File: config.mk
export PLATFORM = sky130hd
export DESIGN_NAME = booth_bcd_conv
export DESIGN_NICKNAME = d
export VERILOG_FILES = /design/src/rtl/booth_bcd_conv_pkg.sv /design/src/rtl/booth_bcd_conv_bcd_digit_adj.sv /design/src/rtl/booth_bcd_conv.sv
export SDC_FILE = /design/constraint.sdc
export NUM_CORES = 1
export LEC_CHECK = 0
export BUFFER_PORTS_ARGS = -buffer_cell sky130_fd_sc_hd__buf_2
export CAP_MARGIN = 15
export CORE_ASPECT_RATIO = 0.6
export CORE_MARGIN = 2
export CORE_UTILIZATION = 50
export DETAILED_ROUTE_END_ITERATION = 8
export PLACE_DENSITY = 0.73
export SLEW_MARGIN = 20
export SYNTH_ARGS = -nofsm -noshare
export SYNTH_HDL_FRONTEND = slang
export SYNTH_SLANG_ARGS = --single-unit
File: constraint.sdc
create_clock -name Clock -period 2 [get_ports Clock]
set_clock_uncertainty 0.15 [all_clocks]
set_input_delay 0.1 -clock Clock [delete_from_list [all_inputs] [get_ports Clock]]
set_output_delay 0.1 -clock Clock [all_outputs]
set_load 0.02 [all_outputs]
File: src/rtl/booth_bcd_conv_pkg.sv
// Shared types and constants for the Booth-product to BCD conversion stage.
package booth_pkg;

  localparam int unsigned BCD_W = 4;

  typedef enum logic [1:0] {
    IDLE,
    SHIFT,
    DONE
  } state_e;

  // Smallest digit count d with 10^d > 2^(w-1), i.e. enough for |most negative product|.
  function automatic int unsigned bcd_digits(input int unsigned w);
    longint unsigned lim;
    longint unsigned pw;
    int unsigned     d;
    lim = 64'd1 << (w - 1);
    pw  = 64'd1;
    d   = 0;
    while (pw <= lim) begin
      pw = pw * 10;
      d++;
    end
    return d;
  endfunction

endpackage

File: src/rtl/booth_bcd_conv_bcd_digit_adj.sv
// Double-dabble digit-adjust cell: adds 3 to a BCD digit that is 5 or more.
module bcd_digit_adj
  import booth_pkg::*;
(
  input  logic [BCD_W-1:0] digit_i,
  output logic [BCD_W-1:0] digit_o
);

  always_comb begin
    digit_o = (digit_i >= 4'd5) ? digit_i + 4'd3 : digit_i;
  end

endmodule

File: src/rtl/booth_bcd_conv.sv
// Signed product to sign + packed BCD magnitude, one product bit per clock.
// Optional LZ_BLANK_EN adds the leading-zero blanking output oBlank.
module booth_bcd_conv
  import booth_pkg::*;
#(
  parameter int unsigned N      = 8,
  parameter int unsigned DIGITS = 5
) (
  input  logic                      Clock,
  input  logic                      Reset,
  input  logic                      Start,
  input  logic [2*N-1:0]            iProduct,
  output logic                      Busy,
  output logic                      Done,
  output logic                      Sign,
  output logic [BCD_W*DIGITS-1:0]   oBCD
`ifdef LZ_BLANK_EN
  ,
  output logic [DIGITS-1:0]         oBlank
`endif
);

  localparam int unsigned W  = 2 * N;
  localparam int unsigned BW = BCD_W * DIGITS;
  localparam int unsigned CW = $clog2(W + 1);

  if (DIGITS < bcd_digits(W)) begin : g_digits_check
    $error("booth_bcd_conv: DIGITS too small for product width");
  end

  state_e          state_q;
  logic            start_q;
  logic            busy_q;
  logic            done_q;
  logic            sign_q;
  logic [W-1:0]    mag_q;
  logic [BW-1:0]   bcd_q;
  logic [BW-1:0]   obcd_q;
  logic [CW-1:0]   cnt_q;

  logic            start_rise;
  logic [W-1:0]    mag_d;
  logic [BW-1:0]   bcd_adj;
  logic [BW-1:0]   bcd_d;

  assign start_rise = Start & ~start_q;

  always_comb begin
    mag_d = iProduct[W-1] ? (~iProduct + W'(1)) : iProduct;
  end

  for (genvar g = 0; g < DIGITS; g++) begin : g_adj
    bcd_digit_adj u_adj (
      .digit_i (bcd_q[g*BCD_W +: BCD_W]),
      .digit_o (bcd_adj[g*BCD_W +: BCD_W])
    );
  end

  always_comb begin
    bcd_d = {bcd_adj[BW-2:0], mag_q[W-1]};
  end

`ifdef LZ_BLANK_EN
  logic [DIGITS-1:0] blank_q;
  logic [DIGITS-1:0] blank_d;
  logic              zero_run;

  // Walk from the top digit down; digit 0 is never blanked so zero still shows.
  always_comb begin
    blank_d  = '0;
    zero_run = 1'b1;
    for (int unsigned i = DIGITS - 1; i > 0; i--) begin
      zero_run   = zero_run & (bcd_d[i*BCD_W +: BCD_W] == '0);
      blank_d[i] = zero_run;
    end
  end

  assign oBlank = blank_q;
`endif

  always_ff @(posedge Clock) begin
    if (Reset) begin
      state_q <= IDLE;
      start_q <= 1'b0;
      busy_q  <= 1'b0;
      done_q  <= 1'b0;
      sign_q  <= 1'b0;
      mag_q   <= '0;
      bcd_q   <= '0;
      obcd_q  <= '0;
      cnt_q   <= '0;
`ifdef LZ_BLANK_EN
      blank_q <= '0;
`endif
    end else begin
      start_q <= Start;
      case (state_q)
        IDLE: begin
          done_q <= 1'b0;
          if (start_rise) begin
            sign_q  <= iProduct[W-1];
            mag_q   <= mag_d;
            bcd_q   <= '0;
            cnt_q   <= CW'(W);
            busy_q  <= 1'b1;
            state_q <= SHIFT;
          end
        end
        SHIFT: begin
          bcd_q <= bcd_d;
          mag_q <= {mag_q[W-2:0], 1'b0};
          cnt_q <= cnt_q - CW'(1);
          if (cnt_q == CW'(1)) begin
            obcd_q  <= bcd_d;
`ifdef LZ_BLANK_EN
            blank_q <= blank_d;
`endif
            busy_q  <= 1'b0;
            done_q  <= 1'b1;
            state_q <= DONE;
          end
        end
        DONE: begin
          done_q  <= 1'b0;
          state_q <= IDLE;
        end
        default: state_q <= IDLE;
      endcase
    end
  end

  assign Busy = busy_q;
  assign Done = done_q;
  assign Sign = sign_q;
  assign oBCD = obcd_q;

endmodule

==> results.py <==
metrics = {
    "outcome": {
        "outcome": "finished, final reports clean",
    },
    "synthesis": {
        "ys_seq_area_frac": 0.417,
        "synthCells": 388,
        "avgSynthCellArea_um2": 8.29,
        "synthDistinctLibCells": 34,
        "mappedNetlistArea_um2": 3220,
        "synth.ff_latch_count": 67,
        "yosysWarnings": 0,
        "synth_nets": 420,
    },
    "setup_path": {
        "critPathKind": "reg -> reg",
        "cp-start-kind": "register",
        "critPathMaxFanout": 11,
        "reg2reg_from": "cnt_q[1]$_SDFFE_PP0P_",
        "end_kind": "register",
        "path_cells": "inv_1 -> ha_1 -> or4b_4 -> or2_4 -> a211oi_1 -> nor3_1",
        "slowest_delay_ps": 480,
        "crit_arrival_ps": 2020,
        "cp.required_ps": 2060,
        "cp-startpoint": "cnt_q[1]$_SDFFE_PP0P_",
        "slowest_stage": "or4b_4",
    },
    "cells_and_area": {
        "drive_gt1_frac": 0.220,
        "fin_area_um2": 4010,
        "antenna_cells": 0,
        "synthToLayoutAreaGrowth_pct": 24.7,
        "fin_nets": 487,
        "utilization": 0.650,
    },
    "sta": {
        "drv_slew": 0,
        "finalHoldViolCount": 0,
        "min_period_ps": 1960,
        "whs_ps": 25.8,
        "finalSetupViolCount": 0,
        "rsz0062_at_grt": "true",
        "tightestPinTransition_ps": 544,
        "relSlewSlack": 0.637,
        "setup-tns-final_ps": 0,
        "max_freq_mhz": 510,
        "fin_crit_sh": 0.980,
    },
    "placement": {
        "dpl_cell_area_um2": 3670,
        "dp_hpwl_um": 5110,
        "io_buffers": 41,
        "gp_congestion": 0.805,
    },
    "cts": {
        "post-cts-setup-buffers": 0,
        "cts_buffers": 9,
        "clockRootBuffer": "clkbuf_8",
        "cts_max_path_buffers": 2,
        "cts_max_level": 3,
        "cts.sinks": 67,
        "insertion_delay_ps": 350,
        "path_clk_slew_ps": 80,
        "tritoncts": "built",
    },
    "detailed_routing": {
        "post_drt_wl_per_cell_um": 13.5,
        "num_vias": 2947,
        "drc_errors": 0,
        "drt_iter0_markers": 133,
        "antenna_left": 0,
        "wl_um": 7350,
        "drtPass1Iterations": 4,
        "viasPerCell": 5.42,
    },
    "global_route": {
        "grt_first_pass_wirelength_um": 12900,
        "grt_pass1_vias": 2858,
        "grt_max_degree": 31,
        "grt.total_usage": 0.229,
        "grt-ovfl-total": 0,
        "antenna_found_initial": 0,
    },
    "power": {
        "leakagePower_nw": 1.56,
        "peakVddDrop_uv": 421,
        "power_density_nw_per_um2": 745,
        "finalPower_mw": 2.99,
    },
    "floorplan": {
        "die_h_um": 66.1,
        "initial_core_util": 0.522,
        "fp.dieArea_um2": 7110,
        "core_um2": 6170,
        "row_count": 22,
        "pin_count": 42,
        "die_width_um": 108,
    },
    "run": {
        "cap_violations": 0,
    },
    "hold_path": {
        "worstHoldStart": "iProduct[5]",
        "hp-class": "in -> reg",
    },
}
critical path: cells and delay by family, from the launching register on:
kind | cells | cell delay, ps
buffers and inverters | 1 | 70
adder cells (fa/ha/maj) | 1 | 140
flip-flops | 1 | 320
AO/OA/AOI/OAI | 1 | 270
AND/OR/NAND/NOR | 3 | 880
where the power goes:
part	internal, mW	switching [mW]	total, mW
Sequential	1.38	0.0321	1.41
Combinational	0.161	0.214	0.375
Clock	0.679	0.521	1.20
Total	2.22	0.767	2.99
layer usage:
metal,share of wire,vias to the layer above,global-route usage,wire length [um]
met5,0,-,0,0
met4,0.013,0,0.0689,93
met3,0.045,11,0.0650,331
met2,0.45,52,0.375,3280
met1,0.50,1378,0.296,3650
li1,-,1506,-,-
layout by cell type, fill, tap and decap left out, drive strengths merged:
cell          n
a21oi        40
a31oi         1
or4           4
nand2b        9
xnor2        13
inv          16
nand2        44
a211o         1
nor3b         8
dfxtp        67
o22ai         4
nor4b         2
mux2i         6
nor2b         6
o31ai         6
o41ai         3
buf          70
or2           4
bufinv        1
xor2          4
nor3         12
or3           2
clkinvlp      2
clkbuf       13
o21ai        15
a2111oi       1
or4b          3
a211oi        9
nor2         34
ha           13
dlygate4sd3  11
nand3         9
o21a          1
a221oi        1
a22oi        25
Yosys cell counts (all sizes together):
library cell | n | share of area
a22oi | 25 | 0.058
nor2 | 34 | 0.040
o41ai | 3 | 0.0082
nand2b | 9 | 0.018
nor4b | 2 | 0.0054
o21ai | 15 | 0.023
or2 | 4 | 0.0086
buf | 1 | 0.0012
a211oi | 9 | 0.021
o21a | 1 | 0.0023
xnor2 | 13 | 0.035
nand3 | 9 | 0.014
o31ai | 6 | 0.014
nor2b | 6 | 0.012
a221oi | 1 | 0.0027
ha | 13 | 0.051
o22ai | 4 | 0.0078
a211o | 1 | 0.0027
or3 | 2 | 0.0039
dfxtp | 67 | 0.42
a21oi | 40 | 0.062
xor2 | 4 | 0.011
mux2i | 6 | 0.019
or4b | 3 | 0.0093
inv | 16 | 0.019
nor3 | 12 | 0.019
clkbuf | 24 | 0.028
a2111oi | 1 | 0.0047
nand2 | 44 | 0.051
nor3b | 8 | 0.019
a31oi | 1 | 0.0019
or4 | 4 | 0.012
registers in the layout, summed over array words and instances (netlist names):
signal / count
bcd_q: 20
oBCD: 20
mag_q: 16
cnt_q: 5
state_q: 2
Busy: 1
Done: 1
Sign: 1
start_q: 1
worst paths after layout:
kind,slack (ps),endpoint,cells past startpoint
setup / recovery,40,oBCD[3]$_SDFFE_PP0P_,6
hold / removal,30,mag_q[5]$_SDFFE_PP0P_,4
hold reg to reg,300,oBCD[18]$_SDFFE_PP0P_,2
setup reg to reg,40,oBCD[3]$_SDFFE_PP0P_,6
area by class of cell:
type / count / area (um2)
clock buffers: 13 / 169
clock inverters: 3 / 45.0
fillers: 567 / 2160
inverters: 16 / 60.1
multi-input cells: 280 / 1750
flip-flops and latches: 67 / 1340
well taps: 84 / 105
repair buffers: 81 / 541
kinds of logic after synthesis:
logic type      after synthesis  share of synthesized area
simple gates                137                      0.210
compound gates              107                      0.209
flops                        67                      0.417
buf+inv                      41                     0.0478
xor+xnor                     17                     0.0463
fa+ha+maj                    13                     0.0506
mux                           6                     0.0187
what timing repair did:
action / in CTS / in global routing
hold endpoints to repair: 13 / 0
hold buffers: 11 / 0
resized for setup: 0 / 4
setup endpoints to repair: 0 / 3
per-stage QoR:
step | setup WS (ps) | cells
3_5_place_dp | -176 | 517
3_3_place_gp | -108 | 517
5_1_grt | -2.92 | 544
2_1_floorplan | 19.7 | 388
6_report | 39.9 | 544
4_1_cts | 30.5 | 544
Note: power is estimated with default switching activity, not from simulation.
